`src/rtl/uart_pkg.sv`:
```
// Shared constants, FSM encoding and vote helper for the configurable UART blocks.
package uart_pkg;

  localparam int PARITY_NONE = 0;
  localparam int PARITY_ODD  = 1;
  localparam int PARITY_EVEN = 2;
  localparam int OVERSAMPLE  = 16;
  localparam int SAMPLE_MID  = 8;

  typedef enum logic [2:0] {
    ST_IDLE   = 3'd0,
    ST_START  = 3'd1,
    ST_DATA   = 3'd2,
    ST_PARITY = 3'd3,
    ST_STOP   = 3'd4
  } rx_state_t;

  function automatic logic maj3(input logic a, input logic b, input logic c);
    return (a & b) | (a & c) | (b & c);
  endfunction

endpackage

```
`src/rtl/uart_baud_tick.sv`:
```
// Oversample tick generator: one-cycle pulse every CLK_FREQ/(BAUD_RATE*16) clocks.
// clear restarts the phase so the first tick lands a full period later.
module uart_baud_tick
  import uart_pkg::*;
#(
  parameter int CLK_FREQ  = 50_000_000,
  parameter int BAUD_RATE = 9600
) (
  input  logic clk,
  input  logic reset,
  input  logic clear,
  output logic tick
);

  localparam int BAUD_DIV = CLK_FREQ / (BAUD_RATE * OVERSAMPLE);
  localparam int CNT_W    = (BAUD_DIV > 1) ? $clog2(BAUD_DIV) : 1;
  localparam logic [CNT_W-1:0] CNT_LAST = CNT_W'(BAUD_DIV - 1);

  logic [CNT_W-1:0] r_cnt;

  // Divider counter with registered tick output.
  always_ff @(posedge clk or posedge reset) begin
    if (reset) begin
      r_cnt <= {CNT_W{1'b0}};
      tick  <= 1'b0;
    end else if (clear) begin
      r_cnt <= {CNT_W{1'b0}};
      tick  <= 1'b0;
    end else if (r_cnt == CNT_LAST) begin
      r_cnt <= {CNT_W{1'b0}};
      tick  <= 1'b1;
    end else begin
      r_cnt <= r_cnt + CNT_W'(1);
      tick  <= 1'b0;
    end
  end

endmodule

```
`src/rtl/uart_rx_cfg.sv`:
```
// Configurable UART receiver: 16x oversampling, 3-sample majority vote,
// per-word framing/parity/break/overrun status on a valid/ready output.
module uart_rx_cfg
  import uart_pkg::*;
#(
  parameter int CLK_FREQ  = 50_000_000,
  parameter int BAUD_RATE = 9600,
  parameter int DATA_BITS = 8,
  parameter int PARITY    = 0,
  parameter int STOP_BITS = 1
) (
  input  logic                 clk,
  input  logic                 reset,
  input  logic                 rx,
  input  logic                 rx_en,
  input  logic                 rx_ready,
  output logic                 rx_valid,
  output logic [DATA_BITS-1:0] rx_out,
  output logic                 frame_err,
  output logic                 parity_err,
  output logic                 break_det,
  output logic                 overrun_err
);

  localparam logic [3:0] SAMP_A    = 4'(SAMPLE_MID - 1);
  localparam logic [3:0] SAMP_B    = 4'(SAMPLE_MID);
  localparam logic [3:0] SAMP_C    = 4'(SAMPLE_MID + 1);
  localparam logic [3:0] SAMP_END  = 4'(OVERSAMPLE - 1);
  localparam logic [3:0] DATA_LAST = 4'(DATA_BITS - 1);
  localparam logic [3:0] STOP_LAST = 4'(STOP_BITS - 1);

  rx_state_t            r_state;
  logic                 r_sync1;
  logic                 r_sync2;
  logic                 r_rx_prev;
  logic [3:0]           r_samp;
  logic [3:0]           r_idx;
  logic                 r_s_a;
  logic                 r_s_b;
  logic [DATA_BITS-1:0] r_shift;
  logic                 r_par_bit;
  logic                 r_stop0;
  logic                 r_ferr;
  logic                 r_commit;

  logic w_tick;
  logic w_start;
  logic w_mid;
  logic w_end;
  logic w_maj;
  logic w_perr;
  logic w_brk;

  assign w_start = rx_en & (r_state == ST_IDLE) & r_rx_prev & ~r_sync2;
  assign w_mid   = w_tick & (r_samp == SAMP_C);
  assign w_end   = w_tick & (r_samp == SAMP_END);
  assign w_maj   = maj3(r_s_a, r_s_b, r_sync2);

  uart_baud_tick #(
    .CLK_FREQ  (CLK_FREQ),
    .BAUD_RATE (BAUD_RATE)
  ) u_baud_tick (
    .clk   (clk),
    .reset (reset),
    .clear (w_start),
    .tick  (w_tick)
  );

  // Two-flop synchroniser plus delayed copy for falling-edge detection.
  always_ff @(posedge clk or posedge reset) begin
    if (reset) begin
      r_sync1   <= 1'b1;
      r_sync2   <= 1'b1;
      r_rx_prev <= 1'b1;
    end else begin
      r_sync1   <= rx;
      r_sync2   <= r_sync1;
      r_rx_prev <= r_sync2;
    end
  end

  // Frame FSM: sample counter, vote capture, shift register and stop status.
  always_ff @(posedge clk or posedge reset) begin
    if (reset) begin
      r_state   <= ST_IDLE;
      r_samp    <= 4'd0;
      r_idx     <= 4'd0;
      r_s_a     <= 1'b1;
      r_s_b     <= 1'b1;
      r_shift   <= {DATA_BITS{1'b0}};
      r_par_bit <= 1'b0;
      r_stop0   <= 1'b1;
      r_ferr    <= 1'b0;
      r_commit  <= 1'b0;
    end else begin
      r_commit <= 1'b0;
      if (!rx_en && (r_state != ST_IDLE)) begin
        r_state <= ST_IDLE;
      end else begin
        if (w_tick) begin
          r_samp <= r_samp + 4'd1;
          if (r_samp == SAMP_A) r_s_a <= r_sync2;
          if (r_samp == SAMP_B) r_s_b <= r_sync2;
        end
        case (r_state)
          ST_IDLE: begin
            if (w_start) begin
              r_samp  <= 4'd0;
              r_idx   <= 4'd0;
              r_ferr  <= 1'b0;
              r_stop0 <= 1'b1;
              r_state <= ST_START;
            end
          end
          ST_START: begin
            if (w_mid && w_maj) begin
              r_state <= ST_IDLE;
            end else if (w_end) begin
              r_idx   <= 4'd0;
              r_state <= ST_DATA;
            end
          end
          ST_DATA: begin
            if (w_mid) r_shift <= {w_maj, r_shift[DATA_BITS-1:1]};
            if (w_end) begin
              if (r_idx == DATA_LAST) begin
                r_idx   <= 4'd0;
                r_state <= (PARITY != PARITY_NONE) ? ST_PARITY : ST_STOP;
              end else begin
                r_idx <= r_idx + 4'd1;
              end
            end
          end
          ST_PARITY: begin
            if (w_mid) r_par_bit <= w_maj;
            if (w_end) begin
              r_idx   <= 4'd0;
              r_state <= ST_STOP;
            end
          end
          ST_STOP: begin
            // Leaving at the last stop bit's mid-point leaves half a bit to resync.
            if (w_mid) begin
              if (!w_maj) r_ferr <= 1'b1;
              if (r_idx == 4'd0) r_stop0 <= w_maj;
              if (r_idx == STOP_LAST) begin
                r_commit <= 1'b1;
                r_state  <= ST_IDLE;
              end
            end else if (w_end) begin
              r_idx <= r_idx + 4'd1;
            end
          end
          default: r_state <= ST_IDLE;
        endcase
      end
    end
  end

  // Parity check against the configured sense.
  always_comb begin
    w_perr = 1'b0;
    case (PARITY)
      PARITY_ODD:  w_perr = ~(^r_shift ^ r_par_bit);
      PARITY_EVEN: w_perr = ^r_shift ^ r_par_bit;
      default:     w_perr = 1'b0;
    endcase
  end

  assign w_brk = (r_shift == {DATA_BITS{1'b0}}) & ((PARITY == PARITY_NONE) | ~r_par_bit) & ~r_stop0;

  // Output word register with valid/ready handshake and overrun tracking.
  always_ff @(posedge clk or posedge reset) begin
    if (reset) begin
      rx_valid    <= 1'b0;
      rx_out      <= {DATA_BITS{1'b0}};
      frame_err   <= 1'b0;
      parity_err  <= 1'b0;
      break_det   <= 1'b0;
      overrun_err <= 1'b0;
    end else if (r_commit) begin
      rx_valid    <= 1'b1;
      rx_out      <= r_shift;
      frame_err   <= r_ferr;
      parity_err  <= w_perr;
      break_det   <= w_brk;
      overrun_err <= rx_valid & ~rx_ready;
    end else if (rx_valid && rx_ready) begin
      rx_valid    <= 1'b0;
      frame_err   <= 1'b0;
      parity_err  <= 1'b0;
      break_det   <= 1'b0;
      overrun_err <= 1'b0;
    end
  end

endmodule

```
`config.mk`:
```
export PLATFORM = sky130hd
export DESIGN_NAME = uart_rx_cfg
export DESIGN_NICKNAME = d
export VERILOG_FILES = /design/src/rtl/uart_pkg.sv /design/src/rtl/uart_baud_tick.sv /design/src/rtl/uart_rx_cfg.sv
export SDC_FILE = /design/constraint.sdc
export NUM_CORES = 1
export LEC_CHECK = 0
export ABC_AREA = 1
export BUFFER_PORTS_ARGS = -buffer_cell sky130_fd_sc_hd__buf_2
export CAP_MARGIN = 20
export CORE_MARGIN = 2
export CORE_UTILIZATION = 30
export DETAILED_ROUTE_END_ITERATION = 8
export PLACE_DENSITY = 0.48
export SYNTH_ARGS = -nofsm -noshare
export SYNTH_HDL_FRONTEND = slang
export SYNTH_HIERARCHICAL = 1
export SYNTH_SLANG_ARGS = --single-unit
```
`constraint.sdc`:
```
create_clock -name clk -period 1.9 [get_ports clk]
set_clock_uncertainty 0.15 [all_clocks]
set_input_delay 0.19 -clock clk [delete_from_list [all_inputs] [get_ports clk]]
set_output_delay 0.19 -clock clk [all_outputs]
set_load 0.02 [all_outputs]
```
==> metrics.cfg <==
[routing]
via_per_inst = 4.402
drtIter0Drc = 77
finalWirelength_mm = 4.632
ant_nets = 0
wl_per_cell_um = 11.03
first_pass_iters = 4
route.detailed.drc = 0
vias = 1849

[floorplanning]
fp-row-count = 32
core_area_sq_mm = 0.007767
die_h_um = 93.91
initial_core_util_pct = 31.22
die-area_sq_mm = 0.008818
die_x_um = 93.91
io_pins = 18

[worst_setup_path]
reg2reg_depth = 10
r2r_end = r_state[1]
startpoint_type = register
crit_type = register to register
cp.required_ns = 2.00
worstReg2RegStart = r_samp[1]
cp_data_arrival_time_ns = 1.79
endpoint_kind = register
cp_max_fo = 4
r2r_slack_ns = 0.21

[pwr]
p_leak_nw = 1.394
clock_power_share_pct = 27.2
fin_total_pwr_w = 0.002814
power.switching_w = 0.0009795
combPwrFrac_pct = 26.5
vdd_drop_max_mv = 0.2795
p_sw_share_pct = 34.80
power.density_mw_per_mm2 = 1018
seqPwrFrac_pct = 46.2
p_int_w = 0.001835

[grt]
grt_pass1_wl_mm = 8.335
first_global_vias = 1802
grt_max_degree = 40
grt-ovfl-total = 0
antenna_found_initial = 0
globalRouteTotalUtil_pct = 11.87

[yosys]
synthCells = 293
synth.avg_cell_area_sq_um = 8.276
synth_fp_nets = 305
yosys_warnings = 6
ys_types = 31
ys_seq_area_share_pct = 50.88
syn-cell-area_sq_mm = 0.002425
synth-seq-cells = 49

[clock_network]
cts_made_buffers = 5
cts_tree = done
clockBufferDepth = 2
ctsResizeCount = 0
post-cts-setup-buffers = 0
htree_levels = 2
worstSkewPairLatency_ns = 0.30
cts_root_buf = clkbuf_8
clock_sink_count = 49
clkTransAtPathRegs_ns = 0.09

[placement]
dp.final_hpwl_mm = 3.462
dp_slack_ns = 0.2158
place.gp.congestion = 0.7893
place_inst = 409
port_buffers = 16
place_area_sq_mm = 0.002620

[sta]
fin_crit_sh_pct = 89.10
slew_viol_final = 0
rsz0062_at_grt = false
timing.slew.headroom_pct = 65.76
worst_slack_ns = 0.2071
finalSetupTns_ns = 0
tightestPinTransition_ns = 0.5136
max_freq_ghz = 0.5907
period_needed_ns = 1.693
finalHoldViolCount = 0
finalSetupViolCount = 0

[final_layout]
drive_gt1_share_pct = 16.67
syn2layout_area_growth_pct = 14.03
fin_cells = 420
nNetsFinal = 329
n_fill_cell = 821
stdcell_area_sq_mm = 0.002765
diodes = 0

[run]
max_cap_viol_count = 0

[hold_path]
hold_depth = 3
hp-start = rx_en
hold_path_class = primary input to register
worstHoldEndpoint = r_commit

[status]
status = finished, final reports clean

[flip-flops by register name, indices dropped and copies added (netlist names), 3 cells and up]
name and flops:
u_baud_tick/r_cnt 9, r_state 3, r_samp 4, r_idx 4, r_shift 8, rx_out 8
[cells by family after synthesis]
logic type | share of synthesized area, %
AOI/OAI and AO/OA | 9.288
xor gates and xnor gates | 1.084
buffers and inverters | 7.481
adders and majority gates | 3.612
DFF | 50.88
muxes | 0.4128
and+or+nand+nor | 27.09
other | 0.1547
[layout by cell type, fill, tap and decap left out, types with 5 or more instances in the layout]
| master | n |
|---|---|
| dfstp_2 | 6 |
| nor2_1 | 33 |
| nand2_1 | 70 |
| o21ai_0 | 28 |
| dfrtp_1 | 43 |
| a21oi_1 | 7 |
| clkbuf_8 | 5 |
| nand3_1 | 20 |
| buf_2 | 16 |
| nand2_2 | 8 |
| ha_1 | 7 |
| inv_1 | 37 |
[cell usage after synthesis (all sizes together)]
cell type  number  share of area [%]
nand2          79                 13
xnor2           2               0.72
nand4           4                1.0
conb            1               0.15
nor2           38                7.2
nand3          21                4.5
o21ai          31                6.6
mux2i           1               0.41
clkbuf          1               0.15
o21bai          2               0.62
ha              7                3.6
a21oi           8                2.1
buf             3               0.98
dfstp           6                6.5
dfrtp          43                 44
and2            1               0.26
inv            41                6.3
nor3            2               0.41
or2             1               0.26
xor2            1               0.36
[layout make-up]
type                            count  area [sq um]  area share [%]
Sequential cell                    49          1234           44.62
Multi-Input combinational cell    199          1010           36.52
Inverter                           41         153.9           5.566
Tap cell                          102         127.6           4.615
Timing Repair Buffer               21         125.1           4.525
Clock buffer                        5         68.82           2.489
Clock inverter                      3         46.29           1.674
[repair_timing]
item / in CTS / in global routing
setup endpoints to repair: 0 / 0
hold buffers: 3 / 0
hold endpoints to repair: 45 / 0
[power by group through the flow]
stage / logic (W) / clock network, W / registers [W]
after global placement: 0.000753 / 0 / 0.00132
after global routing: 0.000880 / 0.000843 / 0.00132
after detailed placement: 0.000752 / 0 / 0.00132
after CTS: 0.000760 / 0.000796 / 0.00130
final: 0.000747 / 0.000766 / 0.00130
after floorplan: 0.000606 / 0 / 0.00130
[worst max-delay path, cell delays in order (launching register included)]
cell     delay, ns
dfrtp_1       0.41
inv_1         0.10
ha_1          0.15
nand2_1       0.08
nor2_4        0.18
nand2_1       0.10
nand3_1       0.07
nand3_1       0.12
nor2_1        0.14
nand2_1       0.06
nand2_1       0.06
[how the worst max path moves through the flow]
stage,from,to,slack [ns],cells past startpoint
CTS,r_samp[1],r_state[0],0.21,9
floorplan,r_samp[1],r_state[0],0.38,9
global route,r_samp[1],r_state[1],0.01,10
finish,r_samp[1],r_state[1],0.21,10
detailed placement,r_samp[1],r_state[0],0.22,9
global placement,r_state[1],u_baud_tick/r_cnt[2],0.24,7
[layer usage]
metal  GRT usage [%]  vias to the layer above  wire [um]
met2           18.99                       24       2030
li1                -                      966          -
met4           3.623                        0         73
met5               0                        -          0
met1           15.90                      853       2381
met3           2.889                        6        147
[metrics by stage]
step | hold WS (ns) | utilization, %
2_1_floorplan | -0.1198 | -
3_3_place_gp | 0.06431 | 33.73
3_5_place_dp | 0.07371 | 33.73
4_1_cts | 0.09931 | 35.60
5_1_grt | 0.1106 | 35.60
6_report | 0.1259 | 35.60
No activity file was read; power rests on OpenSTA's default activity.
